### src/rtl/bin_to_bcd_seq_pkg.sv
// Shared definitions for the sequential binary-to-BCD converter:
// FSM encoding, digit-adjust constants and a width helper.
package bin_to_bcd_seq_pkg;

    typedef enum logic [1:0] {
        IDLE  = 2'd0,
        SHIFT = 2'd1,
        DONE  = 2'd2
    } state_t;

    localparam logic [3:0] BCD_ADJ_THRESHOLD = 4'd5;
    localparam logic [3:0] BCD_ADJ_ADD       = 4'd3;

    // Bits needed to hold values 0 .. value-1 (returns 0 for value <= 1).
    function automatic int clog2(input int value);
        int result;
        int v;
        result = 0;
        v      = value - 1;
        while (v > 0) begin
            result = result + 1;
            v      = v >> 1;
        end
        return result;
    endfunction

endpackage

### src/rtl/bin_to_bcd_seq_if.sv
// Operand and result handshake bundle for bin_to_bcd_seq.
// The slave modport is the converter side, master is the producer/consumer side.
interface bin_to_bcd_seq_if #(
    parameter int WIDTH  = 8,
    parameter int DIGITS = 3
);
    logic                  in_valid;
    logic                  in_ready;
    logic [WIDTH-1:0]      binary;
    logic                  out_valid;
    logic                  out_ready;
    logic [4*DIGITS-1:0]   bcd;
    logic [DIGITS-1:0]     blank;
    logic                  overflow;

    modport master (
        output in_valid, binary, out_ready,
        input  in_ready, out_valid, bcd, blank, overflow
    );

    modport slave (
        input  in_valid, binary, out_ready,
        output in_ready, out_valid, bcd, blank, overflow
    );
endinterface

### src/rtl/bin_to_bcd_seq_digit_adj.sv
// One double-dabble correction cell: add 3 to a BCD digit that is 5 or more
// so the following left shift carries correctly into the next digit.
module bcd_digit_adj
    import bin_to_bcd_seq_pkg::*;
(
    input  logic [3:0] digit,
    output logic [3:0] adjusted
);
    // Digits never exceed 9 here, so the 4-bit sum cannot wrap.
    assign adjusted = (digit >= BCD_ADJ_THRESHOLD) ? (digit + BCD_ADJ_ADD) : digit;
endmodule

### src/rtl/bin_to_bcd_seq.sv
// Sequential shift-and-add-3 binary-to-BCD converter, one operand bit per clock,
// with overflow detection and a leading-zero blanking mask.
module bin_to_bcd_seq
    import bin_to_bcd_seq_pkg::*;
#(
    parameter int WIDTH  = 8,
    parameter int DIGITS = 3
) (
    input  logic             clk,
    input  logic             reset,
    bin_to_bcd_seq_if.slave  bus
);
    localparam int CW = (clog2(WIDTH + 1) < 1) ? 1 : clog2(WIDTH + 1);

    state_t                state_reg;
    logic [WIDTH-1:0]      shift_reg;
    logic [4*DIGITS-1:0]   acc_reg;
    logic [CW-1:0]         count_reg;
    logic                  overflow_reg;
    logic [DIGITS-1:0]     blank_reg;
    logic                  in_ready_reg;
    logic                  out_valid_reg;

    logic [4*DIGITS-1:0]   acc_adj;
    logic [4*DIGITS-1:0]   acc_next;
    logic                  overflow_next;
    logic [DIGITS-1:0]     blank_next;

    generate
        for (genvar gi = 0; gi < DIGITS; gi++) begin : g_adj
            bcd_digit_adj u_adj (
                .digit    (acc_reg[4*gi +: 4]),
                .adjusted (acc_adj[4*gi +: 4])
            );
        end
    endgenerate

    // The bit leaving the top digit would start a digit we do not have.
    assign acc_next      = {acc_adj[4*DIGITS-2:0], shift_reg[WIDTH-1]};
    assign overflow_next = overflow_reg | acc_adj[4*DIGITS-1];

    generate
        for (genvar gi = 0; gi < DIGITS; gi++) begin : g_blank
            if (gi == 0) begin : g_ones
                assign blank_next[gi] = 1'b0;
            end else begin : g_upper
                assign blank_next[gi] = !overflow_next &&
                                        (acc_next[4*DIGITS-1:4*gi] == '0);
            end
        end
    endgenerate

    always_ff @(posedge clk) begin
        if (reset) begin
            state_reg     <= IDLE;
            shift_reg     <= '0;
            acc_reg       <= '0;
            count_reg     <= '0;
            overflow_reg  <= 1'b0;
            blank_reg     <= '0;
            in_ready_reg  <= 1'b1;
            out_valid_reg <= 1'b0;
        end else begin
            case (state_reg)
                IDLE: begin
                    if (bus.in_valid) begin
                        shift_reg    <= bus.binary;
                        acc_reg      <= '0;
                        overflow_reg <= 1'b0;
                        blank_reg    <= '0;
                        count_reg    <= CW'(WIDTH);
                        in_ready_reg <= 1'b0;
                        state_reg    <= SHIFT;
                    end
                end
                SHIFT: begin
                    acc_reg      <= acc_next;
                    shift_reg    <= shift_reg << 1;
                    overflow_reg <= overflow_next;
                    count_reg    <= count_reg - CW'(1);
                    if (count_reg == CW'(1)) begin
                        blank_reg     <= blank_next;
                        out_valid_reg <= 1'b1;
                        state_reg     <= DONE;
                    end
                end
                DONE: begin
                    if (bus.out_ready) begin
                        out_valid_reg <= 1'b0;
                        in_ready_reg  <= 1'b1;
                        state_reg     <= IDLE;
                    end
                end
                default: begin
                    out_valid_reg <= 1'b0;
                    in_ready_reg  <= 1'b1;
                    state_reg     <= IDLE;
                end
            endcase
        end
    end

    assign bus.in_ready  = in_ready_reg;
    assign bus.out_valid = out_valid_reg;
    assign bus.bcd       = acc_reg;
    assign bus.blank     = blank_reg;
    assign bus.overflow  = overflow_reg;

endmodule

### src/flat_wrapper.sv
// flat-port wrapper written by rule: the top's interface ports become plain ports
module bin_to_bcd_seq_flat import bin_to_bcd_seq_pkg::*;
#(
    parameter int WIDTH  = 8,
    parameter int DIGITS = 3
)
  (clk, reset, bus_in_valid, bus_binary, bus_out_ready, bus_in_ready, bus_out_valid, bus_bcd, bus_blank, bus_overflow);
  bin_to_bcd_seq_if #(.WIDTH(WIDTH), .DIGITS(DIGITS)) bus_i ();
  input  logic clk;
  input  logic reset;
  input wire logic [$bits(bus_i.in_valid)-1:0] bus_in_valid;
  input wire logic [$bits(bus_i.binary)-1:0] bus_binary;
  input wire logic [$bits(bus_i.out_ready)-1:0] bus_out_ready;
  output wire logic [$bits(bus_i.in_ready)-1:0] bus_in_ready;
  output wire logic [$bits(bus_i.out_valid)-1:0] bus_out_valid;
  output wire logic [$bits(bus_i.bcd)-1:0] bus_bcd;
  output wire logic [$bits(bus_i.blank)-1:0] bus_blank;
  output wire logic [$bits(bus_i.overflow)-1:0] bus_overflow;
  assign bus_i.in_valid = bus_in_valid;
  assign bus_i.binary = bus_binary;
  assign bus_i.out_ready = bus_out_ready;
  assign bus_in_ready = bus_i.in_ready;
  assign bus_out_valid = bus_i.out_valid;
  assign bus_bcd = bus_i.bcd;
  assign bus_blank = bus_i.blank;
  assign bus_overflow = bus_i.overflow;
  bin_to_bcd_seq #(.WIDTH(WIDTH), .DIGITS(DIGITS)) u_core (.clk(clk), .reset(reset), .bus(bus_i));
endmodule
### config.mk
export PLATFORM = sky130hd
export DESIGN_NAME = bin_to_bcd_seq_flat
export DESIGN_NICKNAME = d
export VERILOG_FILES = /design/src/rtl/bin_to_bcd_seq_pkg.sv /design/src/rtl/bin_to_bcd_seq_if.sv /design/src/rtl/bin_to_bcd_seq_digit_adj.sv /design/src/rtl/bin_to_bcd_seq.sv /design/src/flat_wrapper.sv
export SDC_FILE = /design/constraint.sdc
export NUM_CORES = 1
export LEC_CHECK = 0
export BUFFER_PORTS_ARGS = -buffer_cell sky130_fd_sc_hd__buf_2
export CORE_ASPECT_RATIO = 1.25
export CORE_MARGIN = 2
export CORE_UTILIZATION = 40
export DETAILED_ROUTE_END_ITERATION = 6
export MAX_ROUTING_LAYER = met4
export PLACE_DENSITY = 0.71
export SLEW_MARGIN = 20
export SYNTH_ARGS = -nofsm -noshare
export SYNTH_HDL_FRONTEND = slang
export SYNTH_HIERARCHICAL = 1
export SYNTH_SLANG_ARGS = --single-unit
### constraint.sdc
create_clock -name clk -period 2.05 [get_ports clk]
set_clock_uncertainty 0.15 [all_clocks]
set_input_delay 0.205 -clock clk [delete_from_list [all_inputs] [get_ports clk]]
set_output_delay 0.205 -clock clk [all_outputs]
set_load 0.005 [all_outputs]
After elaboration in Yosys (flattened, before gate mapping)
Cells that the tools add are included.
Operators by class
  mux-type cells: 23
  order comparisons: 3
  reductions and logical operators: 12
  bitwise logic cells: 3
  equality and inequality tests: 6
  $add $sub $neg: 4
Operator list (number)
  12-bit one-hot mux with 2 select lines: 1
  4-bit 2-to-1 mux: 4
  8-bit one-hot mux with 2 select lines: 1
  4-bit by 2-bit adder with 4-bit output (second input constant): 3
  4-bit by 3-bit >= comparator with 1-bit output (second input constant): 3
  12-bit 2-to-1 mux: 1
  3-bit AND reduction: 4
  8-bit logical NOT: 1
  8-bit 2-to-1 mux: 1
  4-bit one-hot mux with 2 select lines: 1
  2-bit 2-to-1 mux: 3
  3-bit 2-to-1 mux: 2
  1-bit one-hot mux with 3 select lines: 2
  2-bit one-hot mux with 3 select lines: 1
  3-bit one-hot mux with 2 select lines: 1
  4-bit by 1-bit equality test with 1-bit output (second input constant): 1
  4-bit logical NOT: 1
  1-bit 2-to-1 mux: 4
  2-bit != test (second input constant): 2
  4-bit by 1-bit subtractor with 4-bit output (second input constant): 1
  2-bit by 1-bit equality test with 1-bit output (second input constant): 1
  2-bit equality test (second input constant): 1
  1-bit logical AND: 2
  2-bit logical NOT: 1
  7 further kinds: 8
Word-level totals
  bits of input ports: 12
  register bits: 32

Longest topological paths before layout
  depth after elaboration: 7
  mapped depth: 8

By module
Netlist, hierarchy kept.
By module, submodules not included
  bin_to_bcd_seq: area an instance 1383.8 um^2, instances 1, cells an instance 148
  bcd_digit_adj: area an instance 101.3 um^2, instances 3, cells an instance 16

Worst setup path before layout
No wires, ideal clock.
  path type: register to register
  start: register u_core.acc_reg[9], in the netlist u_core/bus.bcd[9]
  end: register u_core.blank_reg[1], in the netlist u_core/bus.blank[1]
  cell stages (with the launch flop): 9
  setup time: 0.072 ns
  data arrival time: 1.541 ns
  path slack: 0.287 ns
  clock period less this slack: 1.763 ns
  path buffers: 0
  cell sequence: dfxtp_1 > inv_1 > ha_1 > nand2b_1 > a21oi_2 > xnor2_1 > nor4_1 > nand4b_1 > mux2i_1
On the way
  elaborated cells between the ends (all ways): 9
  those cells by class: add/sub (1); order compare (1); mux (3); bitwise (1); reduce/logical (3)
RTL lines
  start: declaration: RTL line bin_to_bcd_seq.sv:17  | logic [4*DIGITS-1:0] acc_reg;
  start signal: assignment: RTL line bin_to_bcd_seq.sv:77  | acc_reg <= acc_next;
  4-bit by 3-bit >= comparator with 1-bit output: RTL line bin_to_bcd_seq_digit_adj.sv:10  | assign adjusted = (digit >= BCD_ADJ_THRESHOLD) ? (digit + BCD_ADJ_ADD) : digit;
  4-bit 2-to-1 mux: RTL line bin_to_bcd_seq_digit_adj.sv:10
  via u_core.acc_adj[8]: RTL line bin_to_bcd_seq.sv:24  | logic [4*DIGITS-1:0] acc_adj;
  8-bit logical NOT: RTL line bin_to_bcd_seq.sv:48  | (acc_next[4*DIGITS-1:4*gi] == '0);
  1-bit logical AND: RTL line bin_to_bcd_seq.sv:47  | assign blank_next[gi] = !overflow_next &&
  3-bit 2-to-1 mux: RTL line bin_to_bcd_seq.sv:81  | if (count_reg == CW'(1)) begin
  3-bit one-hot mux with 2 select lines: RTL line bin_to_bcd_seq.sv:64  | case (state_reg)
  end signal: assignment: RTL line bin_to_bcd_seq.sv:82  | blank_reg <= blank_next;
  end: declaration: RTL line bin_to_bcd_seq.sv:20  | logic [DIGITS-1:0] blank_reg;
The timed path passes the listed nets, and every way through them passes these cells. The select of a mux whose other input is x is not followed.
A chain may end at the register's enable or synchronous reset.

Final worst setup path
  start: register u_core.acc_reg[9], in the netlist u_core/bus.bcd[9]
  end: register u_core.blank_reg[1], in the netlist u_core/bus.blank[1]
On the way
  elaborated cells between the ends (all ways): 9
  those cells by class: add/sub (1); order compare (1); mux (3); bitwise (1); reduce/logical (3)
RTL lines (RTL line)
  4-bit by 2-bit adder with 4-bit output or 4-bit by 3-bit >= comparator with 1-bit output (tied branches): bin_to_bcd_seq_digit_adj.sv:10
  4-bit 2-to-1 mux *: bin_to_bcd_seq_digit_adj.sv:10
  via u_core.acc_adj[9]: bin_to_bcd_seq.sv:24
  8-bit logical NOT *: bin_to_bcd_seq.sv:48
  1-bit logical AND *: bin_to_bcd_seq.sv:47
  3-bit 2-to-1 mux *: bin_to_bcd_seq.sv:81
  3-bit one-hot mux with 2 select lines *: bin_to_bcd_seq.sv:64
Mark *: on every way through the listed nets, which the timed path passes. The rest lies on a longest branch. The select of a mux whose other input is x is not followed.

==> impl_metrics.prom <==
# TYPE chip_impl_metric gauge
chip_impl_metric{name="grt_antenna_before_repair",unit=""} 0
chip_impl_metric{name="drt-pass1-iter-count",unit=""} 4
chip_impl_metric{name="share_of_the_yosys_chip_area_belonging_to_registers",unit="%"} 36.8
chip_impl_info{name="worstSetupStartpointType",value="flip-flop"} 1
chip_impl_metric{name="final_max_slew_viol_count",unit=""} 0
chip_impl_metric{name="floorplan.initialDensity",unit="%"} 41.5
chip_impl_metric{name="detailedRoute.firstIterationViolations",unit=""} 87
chip_impl_info{name="cell_by_cell_trace_of_the_critical_path",value="inv_2 > ha_1 > nand2b_4 > a21oi_2 > mux2i_2 > nor4b_2 > nand4b_1 > mux2i_1"} 1
chip_impl_metric{name="globalplace.congestion",unit=""} 0.785
chip_impl_info{name="most_frequent_cells_in_the_layout",value="sky130_fd_sc_hd__nor2_1, sky130_fd_sc_hd__buf_2, sky130_fd_sc_hd__dfxtp_1"} 1
chip_impl_metric{name="synth-seq-cells",unit=""} 31
chip_impl_metric{name="largest_net_degree_at_the_start_of_global_routing",unit=""} 34
chip_impl_metric{name="antenna_cells",unit=""} 0
chip_impl_metric{name="clkTransAtPathRegs",unit="ns"} 0.07
chip_impl_metric{name="floorplan.die_area",unit="µm²"} 4760
chip_impl_metric{name="power_per_cell_area",unit="nW/µm²"} 733
chip_impl_metric{name="levels_on_crit_path",unit=""} 8
chip_impl_metric{name="top_level_ports",unit=""} 30
chip_impl_metric{name="mean_number_of_vias_per_cell",unit=""} 5.18
chip_impl_metric{name="design_area",unit="µm²"} 1980
chip_impl_metric{name="routedWlPerCell",unit="µm"} 13.0
chip_impl_metric{name="detail_route.drc_violations",unit=""} 0
chip_impl_metric{name="place_inst",unit=""} 270
chip_impl_info{name="ys.flop_type",value="sky130_fd_sc_hd__dfxtp_1"} 1
chip_impl_metric{name="synth_async_sr_flop_share",unit="%"} 0
chip_impl_metric{name="layout.cells.non_filler",unit=""} 280
chip_impl_info{name="worstHoldPathType",value="input port to flip-flop"} 1
chip_impl_metric{name="clock_sinks",unit=""} 31
chip_impl_metric{name="drive_gt1_share",unit="%"} 25.0
chip_impl_metric{name="hold-worst-slack",unit="ns"} 0.0283
chip_impl_metric{name="vias_in_the_first_global_route",unit=""} 1406
chip_impl_metric{name="syn-cell-area",unit="µm²"} 1690
chip_impl_metric{name="detailroute.via_count",unit=""} 1451
chip_impl_info{name="layout.cells.most_common",value="sky130_fd_sc_hd__nor2_1"} 1
chip_impl_metric{name="synth.avg_cell_area",unit="µm²"} 8.61
chip_impl_info{name="worstReg2RegEnd",value="u_core/bus.blank[1]$_SDFFE_PP0P_"} 1
chip_impl_metric{name="worst_skew_pair_later_pin_latency",unit="ns"} 0.28
chip_impl_info{name="outcome",value="finished clean"} 1
chip_impl_metric{name="finalHoldViolCount",unit=""} 0
chip_impl_metric{name="irDropWorstVdd",unit="V"} 0.000381
chip_impl_metric{name="cap_viol_max_count",unit=""} 0
chip_impl_metric{name="grt_overflow",unit=""} 0
chip_impl_metric{name="crit_fanout",unit=""} 3
chip_impl_metric{name="placement.io_buffers",unit=""} 28
chip_impl_metric{name="numCtsBuffers",unit=""} 5
chip_impl_metric{name="timing.final.crit_share",unit="%"} 89.5
chip_impl_metric{name="syn2layout_area_growth",unit="%"} 17.2
chip_impl_metric{name="antenna_left",unit=""} 0
chip_impl_metric{name="cts_max_path_buffers",unit=""} 2
chip_impl_metric{name="yosys.cell_types.count",unit=""} 38
chip_impl_metric{name="synth_edf_count",unit=""} 0
chip_impl_metric{name="largest_reg_flops",unit=""} 12
chip_impl_metric{name="slew-limit-headroom",unit="%"} 61.3
chip_impl_metric{name="fin_nets",unit=""} 243
chip_impl_metric{name="timing.setup.tns",unit="ns"} 0
chip_impl_metric{name="yosysWarnings",unit=""} 6
chip_impl_metric{name="max_freq",unit="MHz"} 545
chip_impl_metric{name="floorplan.die.height",unit="µm"} 76.6
chip_impl_metric{name="htree_num_levels",unit=""} 2
chip_impl_metric{name="track_usage",unit="%"} 16.4
chip_impl_metric{name="cp.arrival",unit="ns"} 1.90
chip_impl_metric{name="power.leakage",unit="nW"} 0.836
chip_impl_info{name="clockRootBuffer",value="sky130_fd_sc_hd__clkbuf_8"} 1
chip_impl_metric{name="placedInstanceArea",unit="µm²"} 1820
chip_impl_info{name="timing.critical_path.max_delay_family",value="simple AND/OR/NAND/NOR gates"} 1
chip_impl_metric{name="worst-endpoint-required",unit="ns"} 2.11
chip_impl_metric{name="reg2reg_depth",unit=""} 8
chip_impl_info{name="worst_setup_path_end_kind",value="flip-flop"} 1
chip_impl_metric{name="floorplan.die.width",unit="µm"} 62.1
chip_impl_metric{name="cp_num_buf_inv",unit=""} 1
chip_impl_info{name="crit_path_end",value="u_core/bus.blank[1]$_SDFFE_PP0P_"} 1
chip_impl_info{name="unrepaired_setup_endpoints_after_global_routing",value="false"} 1
chip_impl_info{name="critPathLaunch",value="u_core/bus.bcd[9]$_SDFFE_PP0P_"} 1
chip_impl_metric{name="wl",unit="mm"} 3.64
chip_impl_metric{name="setup-violations-final",unit=""} 0
chip_impl_metric{name="number_of_nets_produced_by_synthesis",unit=""} 216
chip_impl_metric{name="floorplan.core_area",unit="µm²"} 4070
chip_impl_metric{name="largest_stage_delay_on_the_critical_path",unit="ns"} 0.35
chip_impl_metric{name="post-route-min-period",unit="ns"} 1.83
chip_impl_metric{name="netlist_instances",unit=""} 196
chip_impl_metric{name="num_rows",unit=""} 26
chip_impl_info{name="worstSetupPathType",value="flip-flop to flip-flop"} 1
chip_impl_metric{name="hpwl",unit="mm"} 2.39
chip_impl_info{name="timing.critical_path.slowest_stage_cell",value="sky130_fd_sc_hd__dfxtp_2"} 1
chip_impl_info{name="tritoncts",value="done"} 1
chip_impl_metric{name="power",unit="mW"} 1.45
chip_impl_metric{name="tightest_slew",unit="ns"} 0.581
chip_impl_info{name="crit-reg2reg-launch",value="u_core/bus.bcd[9]$_SDFFE_PP0P_"} 1
chip_impl_metric{name="grt_pass1_wl",unit="mm"} 6.13
chip_impl_metric{name="worst-r2r-setup-slack",unit="ns"} 0.22
==> repair_timing <==
action / 4_1_cts / 5_1_grt
endpoints found under the setup margin: 0 / 2
hold endpoints to repair: 0 / 0
hold buffers: 0 / 0
setup buffers: 0 / 2
resized for setup: 0 / 8
==> cell families (layout without fill, tap and decap cells) <==
family / count (synthesis) / count (layout) / synth area share [%]
buffers and inverters: 23 / 51 / 8.08
DFF: 31 / 31 / 36.8
AOI/OAI and AO/OA: 52 / 52 / 22.9
xor gates and xnor gates: 3 / 3 / 1.56
muxes: 6 / 6 / 3.56
other: 1 / 1 / 0.222
adders and majority gates: 8 / 8 / 5.93
and+or+nand+nor: 72 / 72 / 21.0
==> cell usage after synthesis (2+ instances only) <==
cell	number	share of area [%]
sky130_fd_sc_hd__buf_4	4	1.8
sky130_fd_sc_hd__nor3b_1	2	0.89
sky130_fd_sc_hd__o21ai_1	3	0.89
sky130_fd_sc_hd__buf_2	2	0.59
sky130_fd_sc_hd__buf_6	3	2.0
sky130_fd_sc_hd__nand2b_1	10	3.7
sky130_fd_sc_hd__a21oi_2	3	1.6
sky130_fd_sc_hd__nor3_1	2	0.59
sky130_fd_sc_hd__ha_1	8	5.9
sky130_fd_sc_hd__xnor2_1	3	1.6
sky130_fd_sc_hd__a211oi_1	8	3.6
sky130_fd_sc_hd__mux2i_1	6	3.6
sky130_fd_sc_hd__o21ai_0	7	2.1
sky130_fd_sc_hd__o22ai_1	2	0.74
sky130_fd_sc_hd__nor2b_1	3	1.1
sky130_fd_sc_hd__nor2_1	31	6.9
sky130_fd_sc_hd__nor4_1	2	0.74
sky130_fd_sc_hd__a21oi_1	5	1.5
sky130_fd_sc_hd__nand2_1	17	3.8
sky130_fd_sc_hd__a22oi_1	13	5.8
sky130_fd_sc_hd__o2bb2ai_1	5	2.6
sky130_fd_sc_hd__dfxtp_1	31	37
sky130_fd_sc_hd__inv_1	11	2.4
==> worst min-delay path by stage <==
stage	slack [ns]	cells past startpoint	startpoint	endpoint
global route	0.05	3	bus_binary[0]	u_core/shift_reg[0]$_SDFFE_PP0P_
floorplan	0.20	2	bus_binary[0]	u_core/shift_reg[0]$_SDFFE_PP0P_
global placement	0.30	3	bus_binary[0]	u_core/shift_reg[0]$_SDFFE_PP0P_
CTS	0.02	3	bus_binary[0]	u_core/shift_reg[0]$_SDFFE_PP0P_
finish	0.03	3	bus_binary[0]	u_core/shift_reg[0]$_SDFFE_PP0P_
detailed placement	0.32	2	u_core/bus.out_valid$_SDFFE_PP0P_	u_core/bus.out_valid$_SDFFE_PP0P_
==> metal layers <==
layer	wire length (µm)	track usage (%)	vias up
met3	175	4.73	6
met1	1570	17.7	679
met4	49	6.00	0
met5	0	-	-
met2	1850	28.6	33
li1	-	-	733
==> stage by stage <==
step	utilization, %	setup slack [ns]
6_report	48.6	0.215
5_1_grt	48.6	0.0201
4_1_cts	47.6	0.0662
3_5_place_dp	44.7	0.0682
3_3_place_gp	44.7	0.157
2_1_floorplan	-	0.287
==> report_power, final <==
| part | total [mW] | leakage, nW | switching, mW | internal, mW |
|---|---|---|---|---|
| registers | 0.655 | 0.255 | 0.0214 | 0.634 |
| logic | 0.172 | 0.520 | 0.0951 | 0.0766 |
| clock network | 0.623 | 0.0612 | 0.230 | 0.393 |
==> worst min-delay path, delay by kind of cell <==
| kind | cells | cell delay (ns) |
|---|---|---|
| buf+inv | 1 | 0.07 |
| compound gates | 1 | 0.06 |
| simple gates | 1 | 0.09 |
==> final cells by class <==
cell class                 instances  area (µm²)
fill                             407        2090
multi-input combinational        142         955
sequential                        31         624
timing repair buffer              32         170
clock buffer                       6        82.6
tap                               56        70.1
inverter                          11        41.3
clock inverter                     2        35.0
Power figures use the tool's default switching activity.
